**config.mk**
```make
export PLATFORM = sky130hd
export DESIGN_NAME = fifo_stream_reader
export DESIGN_NICKNAME = d
export VERILOG_FILES = /design/src/rtl/fifo_stream_reader_pkg.sv /design/src/rtl/stream_reg_buffer.sv /design/src/rtl/fifo_stream_reader.sv
export SDC_FILE = /design/constraint.sdc
export NUM_CORES = 1
export LEC_CHECK = 0
export BUFFER_PORTS_ARGS = -buffer_cell sky130_fd_sc_hd__buf_2
export CORE_MARGIN = 4
export CORE_UTILIZATION = 50
export CTS_CLUSTER_SIZE = 30
export DETAILED_ROUTE_END_ITERATION = 10
export GPL_ROUTABILITY_DRIVEN = 0
export PLACE_DENSITY = 0.81
export SETUP_SLACK_MARGIN = 0.05
export SYNTH_ARGS = -nofsm -noshare
export SYNTH_HDL_FRONTEND = slang
export SYNTH_SLANG_ARGS = --single-unit
export TNS_END_PERCENT = 5
```
**constraint.sdc**
```tcl
create_clock -name clk -period 2.03 [get_ports clk]
set_clock_uncertainty 0.2 [all_clocks]
set_input_delay 0.609 -clock clk [delete_from_list [all_inputs] [get_ports clk]]
set_output_delay 0.609 -clock clk [all_outputs]
set_load 0.01 [all_outputs]
```
**src/rtl/fifo_stream_reader_pkg.sv**
```systemverilog
// Shared constants and sizing helpers for the FIFO stream reader and its output buffer.
package fifo_stream_reader_pkg;

   localparam int unsigned DefaultDataW = 8;

   // Bits needed to count 0..depth inclusive.
   function automatic int unsigned cnt_width(input int unsigned depth);
      return $clog2(depth + 1);
   endfunction

   // Bits needed to index depth entries, never less than one.
   function automatic int unsigned ptr_width(input int unsigned depth);
      return (depth > 1) ? $clog2(depth) : 1;
   endfunction

endpackage

```
**src/rtl/stream_reg_buffer.sv**
```systemverilog
// Circular register buffer with push/pop/count and a register-sourced head.
// Usable as a generic skid buffer; any depth, including non-powers of two.
module stream_reg_buffer
   import fifo_stream_reader_pkg::*;
#(
   parameter type         T     = logic [DefaultDataW-1:0],
   parameter int unsigned Depth = 3
) (
   input  logic                       clk,
   input  logic                       rst,
   input  logic                       push_i,
   input  T                           push_data_i,
   input  logic                       pop_i,
   output logic                       valid_o,
   output T                           head_o,
   output logic [$clog2(Depth+1)-1:0] count_o
);

   localparam int unsigned CntW = cnt_width(Depth);
   localparam int unsigned PtrW = ptr_width(Depth);

   T                mem_q [Depth];
   logic [PtrW-1:0] wr_ptr_q, wr_ptr_d;
   logic [PtrW-1:0] rd_ptr_q, rd_ptr_d;
   logic [CntW-1:0] count_q, count_d;
   logic            do_pop;

   function automatic logic [PtrW-1:0] ptr_next(input logic [PtrW-1:0] p);
      return (p == PtrW'(Depth - 1)) ? '0 : p + PtrW'(1);
   endfunction

   // Pointer and count update; a pop on an empty buffer is ignored.
   always_comb begin
      do_pop   = pop_i && (count_q != '0);
      wr_ptr_d = push_i ? ptr_next(wr_ptr_q) : wr_ptr_q;
      rd_ptr_d = do_pop ? ptr_next(rd_ptr_q) : rd_ptr_q;
      count_d  = count_q;
      case ({push_i, do_pop})
         2'b10:   count_d = count_q + CntW'(1);
         2'b01:   count_d = count_q - CntW'(1);
         default: count_d = count_q;
      endcase
   end

   always_ff @(posedge clk) begin
      if (rst) begin
         wr_ptr_q <= '0;
         rd_ptr_q <= '0;
         count_q  <= '0;
      end else begin
         wr_ptr_q <= wr_ptr_d;
         rd_ptr_q <= rd_ptr_d;
         count_q  <= count_d;
      end
   end

   // Payload storage carries no reset; validity is tracked by count_q alone.
   always_ff @(posedge clk) begin
      if (push_i) begin
         mem_q[wr_ptr_q] <= push_data_i;
      end
   end

   // Upstream credit accounting must never push into a full buffer.
   always_ff @(posedge clk) begin
      if (!rst) begin
         assert (!(push_i && (count_q == CntW'(Depth))));
      end
   end

   assign valid_o = (count_q != '0);
   assign head_o  = mem_q[rd_ptr_q];
   assign count_o = count_q;

endmodule

```
**src/rtl/fifo_stream_reader.sv**
```systemverilog
// Drains a sync FIFO into a valid/ready stream: credit-gated read issue, read-latency
// tracking, and a registered output buffer with no combinational path from out_ready.
module fifo_stream_reader
   import fifo_stream_reader_pkg::*;
#(
   parameter type         T           = logic [DefaultDataW-1:0],
   parameter int unsigned ReadLatency = 1,
   parameter int unsigned SkidDepth   = 3
) (
   input  logic                           clk,
   input  logic                           rst,
   input  logic                           fifo_empty,
   output logic                           fifo_re,
   input  T                               fifo_r_data,
   output logic                           out_valid,
   input  logic                           out_ready,
   output T                               out_data,
   output logic [$clog2(SkidDepth+1)-1:0] occupancy
);

   localparam int unsigned CntW = cnt_width(SkidDepth);
   localparam int unsigned SumW = CntW + 1;

   logic fifo_re_c;
   logic inflight;
   logic capture;
   T     capture_data;
   logic pop;

   generate
      if (ReadLatency == 0) begin : g_lat0
         // Data arrives in the issue cycle, so nothing is ever in flight.
         assign inflight     = 1'b0;
         assign capture      = fifo_re_c;
         assign capture_data = fifo_r_data;
      end else begin : g_lat1
         logic inflight_q, inflight_d;

         always_comb begin
            inflight_d = fifo_re_c;
         end

         always_ff @(posedge clk) begin
            if (rst) begin
               inflight_q <= 1'b0;
            end else begin
               inflight_q <= inflight_d;
            end
         end

         assign inflight     = inflight_q;
         assign capture      = inflight_q;
         assign capture_data = fifo_r_data;
      end
   endgenerate

   // Credit uses the registered count only, so a pop this cycle is not credited yet.
   always_comb begin
      fifo_re_c = !rst && !fifo_empty &&
                  ((SumW'(occupancy) + SumW'(inflight)) < SumW'(SkidDepth));
      pop       = out_valid && out_ready;
   end

   assign fifo_re = fifo_re_c;

   always_ff @(posedge clk) begin
      if (!rst) begin
         assert (!(fifo_re_c && fifo_empty));
      end
   end

   stream_reg_buffer #(
      .T     (T),
      .Depth (SkidDepth)
   ) u_buf (
      .clk         (clk),
      .rst         (rst),
      .push_i      (capture),
      .push_data_i (capture_data),
      .pop_i       (pop),
      .valid_o     (out_valid),
      .head_o      (out_data),
      .count_o     (occupancy)
   );

endmodule

```
* Word level (Yosys, flattened, before mapping)
Memory sizes are Yosys's and may differ from the RTL's. A register that Yosys moved wholly into a read port is not among the register bits.
Cells that the tools add are included.
** Operators by class
- Add/subtract/negate cells :: 5
- Multipliers :: 0
- Div/mod/pow operators :: 0
- $lt $le $gt $ge :: 1
- Eq/ne operators :: 4
- Shift operators :: 0
- Multiplexer cells :: 7
- Bitwise logic cells :: 0
- Reduce and logical (&&, ||, !) cells :: 8
** Operators by type and width (count)
- $mux 2 :: 4
- $add 2x1->2 const B :: 3
- $eq 2x2->1 const B :: 3
- $logic_and 1x1->1 :: 4
- $pmux 2 s2 :: 1
- $reduce_bool 2->1 :: 2
- $add 2x1->3 :: 1
- $lt 3x2->1 const B :: 1
- $eq 2x1->1 const B :: 1
- $logic_not 1->1 :: 2
- $mux 1 :: 2
- $sub 2x1->2 const B :: 1
** Storage, ports and cells
- Bits in registers :: 7
- Latch bits :: 0
- RAM bits :: 24
- ROM bits :: 0
- Input port bits :: 12
- Output and inout port bits :: 12
- Logic and storage cells :: 30
- Memories kept :: 1
** Memory list
- u_buf.mem_q :: depth 3, width 8, read ports 1, clocked after memory_dff 1, wr ports 1, line stream_reg_buffer.sv:22 : T mem_q [Depth];

* Longest topological paths before layout
Gate-level depths: netlist of run 1.
- Word-level depth :: 5
- Depth in mapped cells :: 6
- Mapped depth without buffers :: 6

* Hierarchy
Synthesis of run 1 repeated with hierarchy kept, for this count alone.
** Unflattened totals
- Cells, all modules :: 90
- Area total of the unflattened synthesis :: 1268.7 sq um
** By module, submodules not included
- stream_reg_buffer :: times used 1, cells each 84, area an instance 1192.4 sq um, sequential area each 880.8 sq um
- fifo_stream_reader :: times used 1, cells each 6, area an instance 76.3 sq um, sequential area each 20.0 sq um

* Least setup slack after synthesis of run 1
No wires, ideal clock.
- Kind :: reg2out
- Start point :: reg u_buf.count_q[0], in the netlist u_buf.count_o[0]
- End point :: out fifo_re
- Arrival time :: 1.581 ns
- Data required time :: 1.221 ns
- Path slack :: -0.360 ns
- Cell stages (with the launch flop) :: 4
- Buffers on the path :: 0
- Path through :: dfxtp_1 > ha_1 > ha_1 > a2111oi_0
** On the way
- Longest elaborated chain between the ends :: 3
** Ends and longest elaborated chain
- start, declared :: line stream_reg_buffer.sv:25 : logic [CntW-1:0] count_q, count_d;
- start signal, assigned :: line stream_reg_buffer.sv:53 : count_q <= count_d;
- $add 2x1->3 :: line fifo_stream_reader.sv:60 : ((SumW'(occupancy) + SumW'(inflight)) < SumW'(SkidDepth));
- $lt 3x2->1 :: line fifo_stream_reader.sv:60
- $logic_and 1x1->1 :: line fifo_stream_reader.sv:59 : fifo_re_c = !rst && !fifo_empty &&
- end, declared :: line fifo_stream_reader.sv:13 : output logic fifo_re,
No other way between the ends.

* Worst setup path in the final report of run 1
Ends and elaborated chain as after synthesis.

==> flow_metrics.tcl, run 1 <==
set metrics [dict create \
    status "finished with violations" \
    violations "setup timing" \
    crit_path_max_fanout 2 \
    max_freq_mhz 430.4 \
    slowest_stage "dfxtp_2" \
    htreeDepth 2 \
    io_buffers 23 \
    cts_tree "built" \
    cpLargestDelayFamily "adder cells" \
    vias 798 \
    p_leak_nw 0.6086 \
    wire_per_inst_um 14.14 \
    layout-drive-gt1-share_pct 38.58 \
    path_cells "ha_4 -> ha_4 -> a2111oi_4 -> buf_2" \
    drcViolationCount 0 \
    final-max-slew-violation-count 0 \
    start_util_pct 54.58 \
    cts_hold_buf 0 \
    fin_ws_ps -293.4 \
    worst-path-buf-inv 1 \
    ys_top_cells_by_count "edfxtp_1, nand2_1, dfxtp_1" \
    clock_sinks 33 \
    die_y_um 58.08 \
    synth_cells 88 \
    design_area_um2 1625 \
    fillers 168 \
    yosysMostFrequentCell "edfxtp_1" \
    crit_type "register to output pin" \
    fin_util_pct 70.75 \
    critPathRequiredTime_ps 1220 \
    io_pins 24 \
    hold_viol 0 \
    insertion_delay_ps 330 \
    worst_slew_pin_slew_ps 409.3 \
    relSlewSlack_pct 72.71 \
    drt_iter0_drc 7 \
    antenna_found_initial 0 \
    vdd_drop_max_uv 891.8 \
    first_global_vias 848 \
    synthesis.nets 103 \
    routed_wl_mm 2.192 \
    die_w_um 58.08 \
    setup_viol 9 \
    synth_area_leader_cell "edfxtp_1" \
    end_kind "output pin" \
    max_stage_delay_ps 350 \
    cap_violations 0 \
    instances_no_fill 155 \
    power_per_cell_area_nw_per_um2 1139 \
    grt_max_degree 17 \
    synth_area_per_cell_um2 14.25 \
    period_share_pct 114.5 \
    cpMostUsedCell "ha_4" \
    synth_edf_count 24 \
    grt-ovfl-total 0 \
    cts_inserted_buffers 5 \
    synth_area_leaders "edfxtp_1, dfxtp_1, mux2i_1, nand2_1, ha_1" \
    cp.arrival_ps 1510 \
    clock_path_buffers 2 \
    fin_nets 141 \
    clk_pin_slew_ps 100 \
    grt_pass1_wl_mm 3.774 \
    synth_seq_cells 33 \
    dieArea_um2 3373 \
    ys_seq_area_share_pct 71.86 \
    post-route-min-period_ps 2323 \
    ys.flop_type "edfxtp_1" \
    dp.cells 146 \
    placed_area_um2 1495 \
    rsz0062_at_grt "true" \
    dp.final_hpwl_mm 1.627 \
    fin_setup_tns_ps -433.3 \
    root_buffer "clkbuf_4" \
    yosysWarningCount 0 \
    grt_use_total_pct 15.43 \
    route.antenna.remaining_nets 0 \
    n_antenna_cell 0 \
    post-place-ws_ps 8.588 \
    firstDrtPassIters 4 \
    core-area_um2 2297 \
    hold_class "input pin to register" \
    synth_area_um2 1254 \
    async_flop_share_pct 0 \
    syn2layout_area_growth_pct 29.64 \
    synth_cell_type_count 23 \
    yosysTopAreaCellShare_pct 57.49 \
    start_kind "register" \
    viasPerCell 5.148 \
    num_rows 17 \
]
-- per-layer routing --
metal	share of wire [%]	up-vias	global-route usage [%]	routed length (um)
met5	0	-	0	0
met3	6.3	7	6.459	137
met1	40	371	17.19	867
met2	52	19	25.16	1133
li1	-	401	-	-
met4	2.5	0	7.947	54
-- path summary, 6_finish.rpt --
check / slack (ps) / depth (start not counted) / start / to
max: -290 / 4 / u_buf.count_o[0]$_SDFFE_PP0P_ / fifo_re
min: 280 / 1 / fifo_r_data[4] / u_buf.mem_q[2][4]$_DFFE_PP_
max reg2reg: 130 / 7 / u_buf.count_o[0]$_SDFFE_PP0P_ / u_buf.count_o[1]$_SDFFE_PP0P_
min reg2reg: 290 / 2 / u_buf.rd_ptr_q[0]$_SDFFE_PP0P_ / register
-- kinds of logic (layout without fill, tap and decap cells) --
family / after synthesis / after routing / synth area share, %
xor+xnor: 2 / 2 / 1.397
compound gates: 17 / 17 / 8.084
simple gates: 21 / 21 / 7.984
mux: 8 / 8 / 6.387
buf+inv: 4 / 43 / 1.297
flops: 33 / 33 / 71.86
fa+ha+maj: 3 / 3 / 2.994
-- placed cells by master, fill, tap and decap left out, drive strengths merged --
cell type	netlist	final
ha	3	3
xor2	1	1
nor2	3	3
or2	1	1
dfxtp	9	9
a2111oi	2	2
edfxtp	24	24
o21ai	10	10
and3b	1	1
inv	2	2
buf	1	33
nor2b	1	1
xnor2	1	1
a21oi	4	4
bufinv	0	1
nand2	11	11
or3	2	2
or3b	1	1
clkbuf	1	7
o21ba	1	1
nor3	1	1
mux2i	8	8
-- through the flow --
step,hold slack (ps),power [W]
6_report,277.8,0.001851
5_1_grt,253.8,0.001952
4_1_cts,264.3,0.001855
3_5_place_dp,279.6,0.001300
3_3_place_gp,266.7,0.001276
2_1_floorplan,246.8,0.001116
-- cell type report --
| cell class | instances | area [um2] | area share, % |
|---|---|---|---|
| clock buffer | 7 | 55.05 | 3.387 |
| clock inverter | 1 | 30.03 | 1.848 |
| inverter | 2 | 7.507 | 0.4619 |
| multi-input combinational | 51 | 391.6 | 24.10 |
| sequential | 33 | 904.6 | 55.66 |
| tap | 28 | 35.03 | 2.156 |
| timing repair buffer | 33 | 201.4 | 12.39 |
-- state kept, by name (all words and copies together), names as in the netlist, named ones only --
signal          cells
capture             1
u_buf.count_o       2
u_buf.mem_q        24
u_buf.rd_ptr_q      2
u_buf.wr_ptr_q      2
-- power breakdown --
group / switching (W) / total [W] / internal (W)
Clock: 0.000207 / 0.000501 / 0.000294
Sequential: 0.0000367 / 0.000823 / 0.000786
Combinational: 0.000258 / 0.000527 / 0.000270
-- what timing repair did --
item,in CTS,in global routing
endpoints found under the hold margin,0,0
resized for setup,11,2
setup buffers,1,0
endpoints found under the setup margin,10,11
pin swaps,0,2
(Power assumes the default switching activity.)
==> inputs of run 2 (changes only) <==
- CORE_MARGIN: 4 -> 2
==> run 2 against run 1 <==
Against the previous run:
- the run still ends with setup timing left
- final cell count is 0.65% lower
- via count stayed put
- combinational power is 12% lower
- non-clock buffer count is 3 lower
- sequential share of layout area is 2.5 points higher
- global-route usage is 0.50 points higher
- first-iteration DRC count is 57% higher
- flip-flop and latch count stayed put
- clock power is 34% lower
- critical path type unchanged
- core utilization is 6.7 points lower
- fmax is 1.4% higher
- critical path depth stayed put
- largest cell class unchanged
==> flow_metrics.tcl, run 2 (synthesis gave the netlist of run 1 again) <==
set metrics [dict create \
    status "finished with violations" \
    violations "setup timing" \
    p_leak_nw 0.5761 \
    relSlewSlack_pct 71.08 \
    regMostFlops "u_buf.mem_q" \
    wire_per_inst_um 13.12 \
    antenna_found_initial 0 \
    routed_wl_mm 2.021 \
    drt_iter0_drc 11 \
    largest_register_ffs 24 \
    worst_slew_pin_slew_ps 433.9 \
    critPathRequiredTime_ps 1220 \
    power_per_cell_area_nw_per_um2 1045 \
    final_cell_mix "edfxtp_1, buf_2, nand2_1" \
    multi_input_area_um2 380.4 \
    cts_hold_buf 0 \
    core-area_um2 2432 \
    rsz0062_at_grt "true" \
    viasPerCell 5.182 \
    num_rows 18 \
    insertion_delay_ps 330 \
    setup_viol 1 \
    hold_viol 0 \
    cts_inserted_buffers 5 \
    drcViolationCount 0 \
    grt_pass1_wl_mm 2.939 \
    fin_nets 138 \
    dp.cells 146 \
    vias 798 \
    final-max-slew-violation-count 0 \
    route.antenna.remaining_nets 0 \
    end_kind "output pin" \
    clock_sinks 33 \
    placed_area_um2 1483 \
    io_buffers 23 \
    grt_use_total_pct 15.93 \
    die_w_um 54.08 \
    dp.final_hpwl_mm 1.463 \
    post-place-ws_ps 36.93 \
    vdd_drop_max_uv 716.5 \
    cp.arrival_ps 1480 \
    cap_violations 0 \
    root_buffer "clkbuf_4" \
    firstDrtPassIters 4 \
    hold_class "input pin to register" \
    first_global_vias 703 \
    crit_type "register to output pin" \
    clk_pin_slew_ps 90 \
    die_y_um 54.08 \
    clock_path_buffers 2 \
    final_common_cell "edfxtp_1" \
    cts_setup_buffers 0 \
    fin_ws_ps -262.2 \
    io_pins 24 \
    start_util_pct 51.54 \
    post-route-min-period_ps 2292 \
    regArea_um2 905.9 \
    grt_max_degree 17 \
    grt-ovfl-total 0 \
    fillers 198 \
    n_antenna_cell 0 \
    crit_path_max_fanout 2 \
    fin_setup_tns_ps -262.2 \
    layout-drive-gt1-share_pct 37.10 \
    htreeDepth 2 \
    max_freq_mhz 436.3 \
    syn2layout_area_growth_pct 24.25 \
    design_area_um2 1558 \
    instances_no_fill 154 \
    start_kind "register" \
    cts_tree "built" \
    dieArea_um2 2924 \
    period_share_pct 112.9 \
]
## run 2: metrics by stage
step | util [%] | hold WS (ps) | power [W]
2_1_floorplan | - | 246.8 | 0.001116
3_3_place_gp | 60.96 | 263.1 | 0.001259
3_5_place_dp | 60.96 | 283.1 | 0.001283
4_1_cts | 64.04 | 266.1 | 0.001645
5_1_grt | 64.04 | 251.4 | 0.001732
6_report | 64.04 | 279.6 | 0.001628
## run 2: metal layers
metal	up-vias	wire length, um	track usage [%]
met5	-	0	0
met2	24	1075	27.64
met1	370	772	14.39
met3	6	127	6.667
met4	0	45	12.50
li1	398	-	-
## run 2: critical path: stages (launching register included)
cell and delay [ps]:
dfxtp_2 350, ha_4 160, ha_4 210, a2111oi_4 260
buf_2 170
## run 2: power breakdown
part / switching (W) / total [W] / internal (W)
clock network: 0.000201 / 0.000332 / 0.000132
logic: 0.000232 / 0.000465 / 0.000233
registers: 0.0000430 / 0.000831 / 0.000788
total: 0.000475 / 0.00163 / 0.00115
## run 2: layout make-up
class | count | area share [%]
sequential | 33 | 58.15
timing repair buffer | 30 | 11.25
multi-input combinational | 51 | 24.42
clock buffer | 6 | 2.651
clock inverter | 2 | 0.6426
inverter | 2 | 0.4819
tap | 30 | 2.410
## run 2: final timing paths
check,startpoint,slack (ps),cells past startpoint,end
max,u_buf.count_o[0]$_SDFFE_PP0P_,-260,4,fifo_re
max reg2reg,u_buf.count_o[0]$_SDFFE_PP0P_,160,6,u_buf.count_o[1]$_SDFFE_PP0P_
min reg2reg,u_buf.rd_ptr_q[1]$_SDFFE_PP0P_,300,2,register
min,fifo_r_data[7],280,1,u_buf.mem_q[1][7]$_DFFE_PP_
## run 2: what timing repair did
| action | CTS | global route |
|---|---|---|
| gates resized for setup | 10 | 1 |
| endpoints found under the hold margin | 0 | 0 |
| gates cloned | 0 | 0 |
| endpoints found under the setup margin | 9 | 10 |
| pin swaps | 0 | 1 |
==> inputs of run 3 (changes only) <==
--- a/config.mk
+++ b/config.mk
@@ -7,4 +7,4 @@
 export LEC_CHECK = 0
+export ABC_AREA = 1
 export BUFFER_PORTS_ARGS = -buffer_cell sky130_fd_sc_hd__buf_2
-export CORE_MARGIN = 2
 export CORE_UTILIZATION = 50
==> constraint.sdc (replaced) <==
create_clock -name clk -period 2.03 [get_ports clk]
set_clock_uncertainty 0.2 [all_clocks]
set_input_delay 0.406 -clock clk [delete_from_list [all_inputs] [get_ports clk]]
set_output_delay 0.406 -clock clk [all_outputs]
set_load 0.01 [all_outputs]
==> run 3 against run 2 <==
Against the previous run:
- the run now ends clean
- flip-flop and latch count is the same
- sequential power is 3.1% lower
- routed wire length increased by 15%
- via count increased by 15%
- area after synthesis is 3.7% higher
- combinational power decreased by 35%
- worst setup slack better by 260 ps
- synthesized cell count increased by 31%
- sequential share of layout area fell by 0.14 points
- hold slack lost 200 ps
- die area is 4.0% lower
- core utilization decreased by 0.66 points
==> flow_metrics.tcl, run 3 <==
set metrics [dict create \
    dr_wl_met2_mm 1.318 \
    power_per_cell_area_nw_per_um2 922.3 \
    period_share_pct 99.90 \
    p_leak_nw 0.6405 \
    vias 919 \
    max_freq_mhz 493.1 \
    rsz0062_at_grt "true" \
    syn2layout_area_growth_pct 20.79 \
    insertion_delay_ps 330 \
    grt-ovfl-total 0 \
    drt_iter0_drc 24 \
    synth_edf_count 24 \
    synth_area_leader_cell "edfxtp_1" \
    grt_max_degree 12 \
    grt_pass1_wl_mm 3.491 \
    yosysMostFrequentCell "edfxtp_1" \
    end_kind "output pin" \
    start_kind "register" \
    synth_area_per_cell_um2 11.30 \
    post-route-min-period_ps 2028 \
    ys_seq_area_share_pct 69.30 \
    synth_cell_type_count 17 \
    crit_path_max_fanout 2 \
    grt_use_total_pct 19.14 \
    hold_ws_ps 74.98 \
    synth_seq_cells 33 \
    firstDrtPassIters 4 \
    start_util_pct 52.47 \
    drcViolationCount 0 \
    critPathRequiredTime_ps 1420 \
    num_rows 18 \
    ys_top_cells_by_count "edfxtp_1, a21oi_1, nor2_1" \
    placed_area_um2 1450 \
    intPower_w 0.001021 \
    hold_class "input pin to register" \
    dieArea_um2 2808 \
    clock_path_buffers 2 \
    synth_area_leaders "edfxtp_1, dfxtp_1, a21oi_1, nor2_1, nand2_1" \
    root_buffer "clkbuf_4" \
    synth_cells 115 \
    yosysTopAreaCellShare_pct 55.44 \
    status "finished clean" \
    vdd_drop_max_uv 662.7 \
    first_global_vias 828 \
    regMostFlops "u_buf.mem_q" \
    setup_viol 0 \
    core-area_um2 2477 \
    largest_register_ffs 24 \
    worst_slew_pin_slew_ps 359.6 \
    clk_pin_slew_ps 100 \
    maxUsedRoutingLayer "met4" \
    crit_type "register to output pin" \
    cp.arrival_ps 1420 \
    p_sw_w 0.0004272 \
    final_cell_mix "edfxtp_1, buf_2, a21oi_1" \
    relSlewSlack_pct 76.00 \
    synthesis.nets 130 \
    hold_viol 0 \
    yosysWarningCount 0 \
    die_w_um 52.99 \
    p_clk_share_pct 23.7 \
    final-max-slew-violation-count 0 \
    fin_nets 161 \
    cts_tree "built" \
    routed_wl_mm 2.315 \
    dp.final_hpwl_mm 1.539 \
    wire_per_inst_um 13.08 \
    die_y_um 52.99 \
    met3_length_um 134 \
    cap_violations 0 \
    htreeDepth 2 \
    async_flop_share_pct 0 \
    synth_area_um2 1300 \
    clock_sinks 33 \
    design_area_um2 1570 \
    final_common_cell "edfxtp_1" \
    viasPerCell 5.192 \
    swShare_pct 29.50 \
    io_pins 24 \
    combPwrFrac_pct 20.7 \
    cts_hold_buf 0 \
    antenna_found_initial 0 \
    n_antenna_cell 0 \
    cts_inserted_buffers 5 \
    io_buffers 23 \
    drt-met1-wl_um 828 \
    layout-drive-gt1-share_pct 34.01 \
    route.antenna.remaining_nets 0 \
    ys.flop_type "edfxtp_1" \
    power_frac_seq_pct 55.6 \
]
-- run 3: cell types whose count changed after synthesis, moves of 3 or more --
cell	before	now
inv_2	0	5
mux2i_1	8	0
inv_1	2	8
o21ai_0	5	1
nor2_1	3	18
nand2_1	11	14
a21oi_1	4	19
-- run 3: per-stage QoR --
stage	total power, W	util, %	setup TNS [ps]	cells	worst slack, ps
floorplan	0.0009882	-	0	115	263.0
global placement	0.001073	58.54	0	167	246.1
detailed placement	0.001090	58.54	0	167	170.7
CTS	0.001462	63.13	-68.95	177	-68.95
global route	0.001533	63.38	-72.63	177	-72.63
finish	0.001448	63.38	0	177	2.048
-- run 3: power groups by stage --
stage                     clock (W)  combinational [W]  sequential [W]
after CTS                  0.000360           0.000298        0.000804
final                      0.000343           0.000300        0.000805
after global routing       0.000388           0.000335        0.000810
after global placement            0           0.000259        0.000814
after detailed placement          0           0.000272        0.000818
after floorplan                   0           0.000189        0.000799
-- run 3: cells by family after synthesis --
logic type	synth area share [%]
adder cells (fa/ha/maj)	2.888
AND/OR/NAND/NOR	12.99
flip-flops	69.30
AO/OA/AOI/OAI	9.624
buffers and inverters	5.198
-- run 3: cell type report --
cell class	instances	area (um2)
flip-flops and latches	33	910.9
fillers	209	907.1
multi-input cells	66	371.6
repair buffers	26	137.6
inverters	14	57.56
clock buffers	5	37.54
well taps	30	37.54
clock inverters	3	17.52
-- run 3: what timing repair did --
item	CTS	global route
resized for setup	12	1
buffers inserted	2	0
pin swaps	2	1
setup endpoints to repair	4	1
-- run 3: worst max-delay path, cell delays in order, from the launching register on --
cell and delay, ps:
dfxtp_4 370, ha_4 160, ha_4 160, nor3_4 110
a21boi_2 160, buf_2 130
-- run 3: worst paths after layout --
kind / slack (ps) / startpoint / cells after the start / endpoint
max: 2 / u_buf.count_o[0]$_SDFFE_PP0P_ / 5 / fifo_re
min: 70 / fifo_r_data[4] / 1 / u_buf.mem_q[0][4]$_DFFE_PP_
max reg2reg: 390 / u_buf.count_o[0]$_SDFFE_PP0P_ / 11 / u_buf.count_o[1]$_SDFFE_PP0P_
min reg2reg: 280 / u_buf.wr_ptr_q[1]$_SDFFE_PP0P_ / 2 / u_buf.wr_ptr_q[1]$_SDFFE_PP0P_
-- run 3: routing by layer --
layer,global-route usage [%],vias to the layer above
met1,18.01,432
met4,11.40,0
met2,33.33,31
met3,8.908,4
met5,0,-
li1,-,452
